## src/rtl/tod_counter.sv

```systemverilog
// BCD time-of-day counter: prescaled tick input, read-latch snapshot and an
// optional alarm comparator built only when TOD_ALARM_EN is defined.
module tod_counter #(
   parameter int TICKS_60 = 6,
   parameter int TICKS_50 = 5
) (
   input  logic       clk,
   input  logic       rst,
   input  logic       tod_tick,
   input  logic       sel_50hz,
   input  logic       wr_en,
   input  logic       wr_alarm,
   input  logic [1:0] addr,
   input  logic [7:0] wr_data,
   input  logic       rd_en,
   output logic [7:0] rd_data,
   output logic       alarm_irq
);

   localparam int TMAX = (TICKS_60 > TICKS_50) ? TICKS_60 : TICKS_50;
   localparam int PW   = (TMAX > 1) ? $clog2(TMAX) : 1;

   typedef enum logic [1:0] {
      REG_TENTHS = 2'd0,
      REG_SEC    = 2'd1,
      REG_MIN    = 2'd2,
      REG_HOURS  = 2'd3
   } reg_sel_e;

   logic [3:0]      tenths_q, tenths_d;
   logic [6:0]      sec_q, sec_d;
   logic [6:0]      min_q, min_d;
   logic [4:0]      hr_q, hr_d;
   logic            pm_q, pm_d;
   logic [PW-1:0]   presc_q, presc_d, div_m1;
   logic            run_q, run_d;
   logic            latch_q, latch_d;
   logic [3:0][7:0] snap_q, snap_d;
   logic [3:0][7:0] live;
   logic            time_wr;

   logic [3:0] ten_inc, su_inc, mu_inc;
   logic [2:0] st_inc, mt_inc;
   logic [6:0] sec_inc, min_inc;
   logic [4:0] hr_inc;
   logic       pm_inc;
   logic       c_t, c_su, c_st, c_mu, c_mt;

   // Returns {carry, next}; a digit above max steps modulo its width without carry.
   function automatic logic [4:0] inc_digit4(input logic [3:0] d, input logic [3:0] max);
      return (d == max) ? 5'b1_0000 : {1'b0, d + 4'd1};
   endfunction

   function automatic logic [3:0] inc_digit3(input logic [2:0] d, input logic [2:0] max);
      return (d == max) ? 4'b1_000 : {1'b0, d + 3'd1};
   endfunction

   // Full one-tenth increment with the carry rippling through every field in one cycle.
   always_comb begin
      {c_t,  ten_inc} = inc_digit4(tenths_q,   4'd9);
      {c_su, su_inc}  = inc_digit4(sec_q[3:0], 4'd9);
      {c_st, st_inc}  = inc_digit3(sec_q[6:4], 3'd5);
      {c_mu, mu_inc}  = inc_digit4(min_q[3:0], 4'd9);
      {c_mt, mt_inc}  = inc_digit3(min_q[6:4], 3'd5);
      sec_inc = sec_q;
      min_inc = min_q;
      hr_inc  = hr_q;
      pm_inc  = pm_q;
      if (c_t)
         sec_inc = c_su ? {st_inc, su_inc} : {sec_q[6:4], su_inc};
      if (c_t && c_su && c_st)
         min_inc = c_mu ? {mt_inc, mu_inc} : {min_q[6:4], mu_inc};
      if (c_t && c_su && c_st && c_mu && c_mt) begin
         if (hr_q == 5'h11) begin
            hr_inc = 5'h12;
            pm_inc = ~pm_q;
         end else if (hr_q == 5'h12) begin
            hr_inc = 5'h01;
         end else if (hr_q[3:0] == 4'd9) begin
            hr_inc = {~hr_q[4], 4'd0};
         end else begin
            hr_inc = {hr_q[4], hr_q[3:0] + 4'd1};
         end
      end
   end

   assign live[0] = {4'b0000, tenths_q};
   assign live[1] = {1'b0, sec_q};
   assign live[2] = {1'b0, min_q};
   assign live[3] = {pm_q, 2'b00, hr_q};

   assign rd_data = latch_q ? snap_q[addr] : live[addr];
   assign time_wr = wr_en & ~wr_alarm;
   assign div_m1  = sel_50hz ? PW'(TICKS_50 - 1) : PW'(TICKS_60 - 1);

   always_comb begin
      // NOTE: every _d gets its current value first so no path through this block infers a latch.
      tenths_d = tenths_q;
      sec_d    = sec_q;
      min_d    = min_q;
      hr_d     = hr_q;
      pm_d     = pm_q;
      presc_d  = presc_q;
      run_d    = run_q;
      latch_d  = latch_q;
      snap_d   = snap_q;

      if (time_wr) begin
         unique case (reg_sel_e'(addr))
            REG_TENTHS: begin
               tenths_d = wr_data[3:0];
               run_d    = 1'b1;
            end
            REG_SEC:    sec_d = wr_data[6:0];
            REG_MIN:    min_d = wr_data[6:0];
            REG_HOURS: begin
               hr_d    = wr_data[4:0];
               pm_d    = wr_data[7];
               run_d   = 1'b0;
               presc_d = '0;
            end
         endcase
      end else if (tod_tick && run_q) begin
         if (presc_q >= div_m1) begin
            presc_d  = '0;
            tenths_d = ten_inc;
            sec_d    = sec_inc;
            min_d    = min_inc;
            hr_d     = hr_inc;
            pm_d     = pm_inc;
         end else begin
            presc_d = presc_q + 1'b1;
         end
      end

      // Snapshot uses the pre-edge values, i.e. exactly what is being read this cycle.
      if (rd_en) begin
         if (reg_sel_e'(addr) == REG_HOURS && !latch_q) begin
            snap_d  = live;
            latch_d = 1'b1;
         end else if (reg_sel_e'(addr) == REG_TENTHS && latch_q) begin
            latch_d = 1'b0;
         end
      end
   end

   always_ff @(posedge clk) begin
      if (rst) begin
         // NOTE: sequential state uses non-blocking assignments so every flop samples pre-edge values.
         tenths_q <= '0;
         sec_q    <= '0;
         min_q    <= '0;
         hr_q     <= 5'h01;
         pm_q     <= 1'b0;
         presc_q  <= '0;
         run_q    <= 1'b1;
         latch_q  <= 1'b0;
      end else begin
         tenths_q <= tenths_d;
         sec_q    <= sec_d;
         min_q    <= min_d;
         hr_q     <= hr_d;
         pm_q     <= pm_d;
         presc_q  <= presc_d;
         run_q    <= run_d;
         latch_q  <= latch_d;
      end
   end

   // NOTE: the snapshot bank is left unreset; it is only visible while latch_q is set, after a capture.
   always_ff @(posedge clk) begin
      snap_q <= snap_d;
   end

`ifdef TOD_ALARM_EN
   logic [3:0][7:0] alarm_q, alarm_d;
   logic            eq, eq_q, irq_q, irq_d;

   function automatic logic [7:0] reg_mask(input logic [1:0] a);
      case (a)
         2'd0:    return 8'h0F;
         2'd3:    return 8'h9F;
         default: return 8'h7F;
      endcase
   endfunction

   always_comb begin
      alarm_d = alarm_q;
      if (wr_en && wr_alarm)
         alarm_d[addr] = wr_data & reg_mask(addr);
      eq    = (alarm_q == live);
      irq_d = eq & ~eq_q;
   end

   // eq_q resets high so a match present right after reset is not reported as a new one.
   always_ff @(posedge clk) begin
      if (rst) begin
         alarm_q <= '0;
         eq_q    <= 1'b1;
         irq_q   <= 1'b0;
      end else begin
         alarm_q <= alarm_d;
         eq_q    <= eq;
         irq_q   <= irq_d;
      end
   end

   assign alarm_irq = irq_q;
`else
   assign alarm_irq = 1'b0;
`endif

endmodule

```

## config.mk

```make
export PLATFORM = sky130hd
export DESIGN_NAME = tod_counter
export DESIGN_NICKNAME = d
export VERILOG_FILES = /design/src/rtl/tod_counter.sv
export SDC_FILE = /design/constraint.sdc
export NUM_CORES = 1
export LEC_CHECK = 0
export BUFFER_PORTS_ARGS = -buffer_cell sky130_fd_sc_hd__buf_2
export CELL_PAD_IN_SITES_DETAIL_PLACEMENT = 1
export CELL_PAD_IN_SITES_GLOBAL_PLACEMENT = 2
export CORE_MARGIN = 4
export CORE_UTILIZATION = 41
export CTS_CLUSTER_DIAMETER = 40
export CTS_CLUSTER_SIZE = 10
export DETAILED_ROUTE_END_ITERATION = 8
export GPL_ROUTABILITY_DRIVEN = 0
export PLACE_DENSITY = 0.85
export SLEW_MARGIN = 20
export SYNTH_ARGS = -nofsm -noshare
export SYNTH_HDL_FRONTEND = slang
export SYNTH_SLANG_ARGS = --single-unit
```

## constraint.sdc

```tcl
create_clock -name clk -period 3.9 [get_ports clk]
set_input_delay 0.195 -clock clk [delete_from_list [all_inputs] [get_ports clk]]
set_output_delay 0.195 -clock clk [all_outputs]
set_load 0.05 [all_outputs]
```

== Word-level counts from Yosys, hierarchy flattened ==
Index checks and enable logic that the tools add are counted.

* Register bits: 53
* Input bits: 17
* Output and inout bits: 9
* Logic and storage cells: 123

* $add $sub $neg: 7
* Magnitude comparators: 2
* Eq/ne operators: 15
* Multiplexer cells: 48
* Bitwise logic cells: 4
* Reductions and logical operators: 32

{| class="wikitable"
|+ Operators by type and width
! cell !! count
|-
| 7-bit 2-to-1 mux || 12
|-
| 5-bit 2-to-1 mux || 11
|-
| 8-bit binary-select mux with 2-bit select || 2
|-
| 4-bit 2-to-1 mux || 6
|-
| 8-bit 2-to-1 mux || 3
|-
| 5-bit AND reduction || 4
|-
| 2-bit nonzero test || 10
|-
| 4-bit by 1-bit adder with 4-bit output (second input constant) || 4
|-
| 4-bit == test (second input constant) || 4
|-
| 3-bit 2-to-1 mux || 4
|-
| 4-bit AND reduction || 3
|-
| 5-bit == test (second input constant) || 2
|-
| 3-bit by 1-bit adder with 3-bit output (second input constant) || 3
|-
| 1-bit 2-to-1 mux || 9
|-
| 2-bit by 1-bit inequality test with 1-bit output (second input constant) || 4
|-
| 2-bit AND reduction || 4
|-
| 1-bit logical AND || 7
|-
| 3-bit == test (second input constant) || 2
|-
| 2-bit == test (second input constant) || 2
|-
| 4-bit nonzero test || 1
|-
| 3-bit >= comparator || 1
|-
| 2-bit by 3-bit less-than comparator with 1-bit output (second input constant) || 1
|-
| 1-bit NOT || 3
|-
| 3-bit AND reduction || 1
|-
| other kinds (5) || 5
|}

== Longest topological paths before layout ==
* Depth in word-level cells: 10
* Gate-level depth with buffers: 9
* Gate-level depth less buffers: 7

== Worst setup path before layout ==
OpenSTA, ideal clock, no wires.

* Kind: flip-flop to output port
* Start point: register latch_q
* End point: output port rd_data[7]
* Arrival time: 1.882 ns
* Required time: 3.705 ns
* Setup slack: 1.823 ns
* Stages on the path, launching flop included: 4
* Path buffers: 1
* Cell sequence: dfxtp_1 > clkbuf_1 > mux2i_1 > nor3_1

* Longest elaborated chain between the ends: 1

{| class="wikitable"
|+ RTL lines
! item !! RTL line !! text
|-
| from (decl) || 37 || <nowiki>logic latch_q, latch_d;</nowiki>
|-
| from (signal assigned) || 166 || <nowiki>latch_q <= latch_d;</nowiki>
|-
| 8-bit 2-to-1 mux || 92 || <nowiki>assign rd_data = latch_q ? snap_q[addr] : live[addr];</nowiki>
|-
| to (decl) || 16 || <nowiki>output logic [7:0] rd_data,</nowiki>
|}

No other way between the ends.

== Worst setup path after layout ==
* Start point: register presc_q[0]
* End point: register hr_q[0]

* Longest elaborated chain between the ends: 3

{| class="wikitable"
|+ RTL lines
! item !! RTL line !! text
|-
| from (decl) || 35 || <nowiki>logic [PW-1:0] presc_q, presc_d, div_m1;</nowiki>
|-
| from (signal assigned) || 164 || <nowiki>presc_q <= presc_d;</nowiki>
|-
| 3-bit >= comparator || 124 || <nowiki>if (presc_q >= div_m1) begin</nowiki>
|-
| 2-bit nonzero test (no source line) || - ||
|-
| 4-bit AND reduction (no source line) || - ||
|-
| to (signal assigned) || 162 || <nowiki>hr_q <= hr_d;</nowiki>
|-
| to (decl) || 33 || <nowiki>logic [4:0] hr_q, hr_d;</nowiki>
|}

No other way between the ends.
A chain may end at the register's enable or synchronous reset.

==> reports/qor.csv <==
stage;metric;value;unit
grt;global route overflow;0;
logic_synthesis;number of synthesized flops with an enable pin;24;
detailed_routing;vias per inst;5.98;
placement;placed instance area;3150;um2
logic_synthesis;Top FF cell, synth;dfxtp_1;
setup_path;worst reg-to-reg path cell count;7;
detailed_routing;Final ANT Viol Nets;0;
sta;fmax;429;MHz
power;Pwr Density;334;nW/um2
detailed_routing;WL per Instance;19.6;um
setup_path;critical path startpoint;presc_q[0];
cts;maximum clock insertion buffer count;2;
cts;PostCTS Resize Cnt;0;
job;max-cap violations;0;
setup_path;number of buffers and inverters on the critical path;1;
placement;# port buffers;24;
grt;global-route wire length before repair;13100;um
setup_path;Reg-to-Reg End;hr_q[0];
die;Starting Density;43.3;%
sta;Setup TNS Final;0;ns
sta;post-route setup slack;1.57;ns
cts;clk_lat worst skew;0.31;ns
cts;Setup Fix Bufs, Post-CTS;0;
logic_synthesis;Syn Area/Cell;10.0;um2
setup_path;critical path required time;4.10;ns
setup_path;Setup crit end;hr_q[0];
setup_path;Worst EP arrival;2.53;ns
logic_synthesis;post-synthesis async set-or-reset flop share;0;%
die;CORE AREA;6940;um2
cts;clk sinks;53;
placement;pre-CTS setup slack;1.60;ns
logic_synthesis;Mapped Cells;300;
detailed_routing;Pre-antenna DRT Iters;4;
detailed_routing;DR DRC count;0;
run_status;status;finished clean;
final_layout;Final #Nets;336;
setup_path;logic depth of the worst path, buffers included;7;
sta;Tcrit/Tclk final;59.7;%
sta;Setup-failing EPs final;0;
cts;TritonCTS buffer count;5;
setup_path;CP max stage delay;0.44;ns
grt;antenna violations before repair;0;
final_layout;most common cell after layout, fill and taps aside;a21oi_1;
logic_synthesis;Syn Std Cell Area;3000;um2
final_layout;area delta synth->final;8.75;%
placement;placed wire-length estimate;5970;um
power;Lkg Pwr;0.00111;uW
sta;RSZ-0062 raised after global routing;false;
cts;clk root buf;clkbuf_8;
die;Die ar.;8760;um2
final_layout;post-route cell area;3270;um2
detailed_routing;via total after detailed routing;2452;
min_path;Min-Delay Path Class;input port to register;
setup_path;Crit. End Element;register;
detailed_routing;drt initial violations;163;
grt;GRT Overall Usage;19.3;%
logic_synthesis;Unique masters post-synth;66;
detailed_routing;final wirelength;8040;um
setup_path;Crit path max-delay family;simple AND/OR/NAND/NOR gates;
sta;actual slew at the worst max-slew pin;0.919;ns
setup_path;Worst path slowest cell;or3b_1;
setup_path;reg2reg setup slack;1.57;ns
power;Max VDD drop;0.213;mV
die;Die Width;93.6;um
logic_synthesis;Yosys reg bits;53;
sta;max-slew violations;0;
cts;Worst-path clk slew;0.10;ns
setup_path;startpoint types;register;
final_layout;ANT cells;0;
sta;Clock Skew;0.0130;ns
setup_path;Worst Path Max Fanout;8;
sta;Tmin final;2.33;ns
logic_synthesis;Seq/Total Area, Yosys;43.3;%
die;DIE HEIGHT;93.6;um
sta;Fin. Hold Viols;0;
grt;pin count of the biggest net entering global routing;42;
die;Cell Rows;30;
final_layout;layout cell share with drive strength beyond 1;19.1;%
final_layout;Util after Layout;47.0;%
logic_synthesis;Synth Net Count;323;
setup_path;crit path kind;register to register;
die;I/O pin count;26;
grt;vias in the first global route;2416;
final_layout;most frequent cells in the layout;a21oi_1 (30), dfxtp_1 (29), nor2_1 (24), buf_2 (24), edfxtp_1 (24);
cts;CTS tree;built;
cts;hold_buf cts;0;
setup_path;Critical Path, Cell by Cell;inv_1 > ha_1 > or3b_1 > a21oi_4 > or3_1 > nor2_2 > a221o_1;
logic_synthesis;YS warnings;0;
sta;slew margin rel.;38.6;%
setup_path;FF-to-FF Start;presc_q[0];
cts;htree depth;2;
[metrics by stage]
stage,total power [uW],cells,hold WS [ns]
5_1_grt,1140,410,0.146
2_1_floorplan,695,300,0.314
3_3_place_gp,727,402,0.454
6_report,1090,410,0.138
4_1_cts,1100,410,0.138
3_5_place_dp,730,402,0.473
[logic make-up (layout without fill, tap and decap cells)]
group	Yosys count	count (layout)	synth area share (%)
xor gates and xnor gates	3	3	0.875
and+or+nand+nor	98	98	17.1
other	1	1	0.125
adders and majority gates	6	6	2.50
muxes	16	16	9.41
DFF	53	53	43.3
AOI/OAI and AO/OA	97	97	22.4
buffers and inverters	26	40	4.21
[state kept, by name (all words and copies together), names as in the netlist]
| register | count |
|---|---|
| run_q | 1 |
| hr_q | 5 |
| sec_q | 7 |
| latch_q | 1 |
| presc_q | 3 |
| tenths_q | 4 |
| min_q | 7 |
| pm_q | 1 |
| snap_q | 24 |
[synth_stat cells (3+ instances only)]
cell / count / area, um2
xnor2_1: 3 / 26.3
nand2b_1: 6 / 37.5
mux4_2: 8 / 180
dfxtp_1: 29 / 581
ha_1: 6 / 75.1
a22oi_1: 3 / 22.5
clkbuf_1: 8 / 30.0
a21oi_1: 30 / 150
a311oi_1: 8 / 70.1
a211oi_1: 4 / 30.0
a21o_1: 3 / 22.5
mux2_2: 5 / 56.3
buf_1: 3 / 11.3
o21ai_0: 14 / 70.1
nand3_1: 7 / 35.0
buf_4: 3 / 22.5
a22o_1: 3 / 26.3
and2_1: 4 / 25.0
nor2_1: 25 / 93.8
edfxtp_1: 24 / 721
inv_1: 8 / 30.0
nor3_1: 10 / 50.1
nor4_1: 5 / 31.3
nand2_1: 20 / 75.1
a31oi_1: 8 / 50.1
[worst register-to-register path: stages (launching register included)]
cell and delay (ns):
dfxtp_1 0.40, inv_1 0.07, ha_1 0.26, or3b_1 0.44
a21oi_4 0.28, or3_1 0.33, nor2_2 0.11, a221o_1 0.33
[cell type report]
class	count	area (um2)
clock buffer	6	72.6
sequential	53	1300
fill	791	3680
clock inverter	2	38.8
timing repair buffer	24	120
tap	96	120
inverter	8	30.0
multi-input combinational	221	1580
[routing by layer]
| layer | share of wire (%) | GRT usage (%) | wire length (um) | vias to the layer above |
|---|---|---|---|---|
| met2 | 48 | 31.9 | 3860 | 49 |
| met4 | 0.81 | 3.25 | 65 | 0 |
| li1 | - | - | - | 1186 |
| met1 | 48 | 27.7 | 3820 | 1211 |
| met3 | 3.7 | 2.01 | 297 | 6 |
| met5 | 0 | 0 | 0 | - |
[worst min-delay path by stage]
stage	start	end	slack, ns	cells after the start
after floorplan	rd_en	latch_q	0.31	1
after global placement	rd_en	latch_q	0.45	2
after detailed placement	rd_en	latch_q	0.47	2
after CTS	rd_en	latch_q	0.14	2
after global routing	rd_en	latch_q	0.15	2
final	rd_en	latch_q	0.14	2
[where the power goes]
part           internal, uW  total, uW  switching (uW)
registers               586        596            9.44
logic                  40.9        121            80.1
clock network           193        375             182
Note: power is estimated with default switching activity, not from simulation.
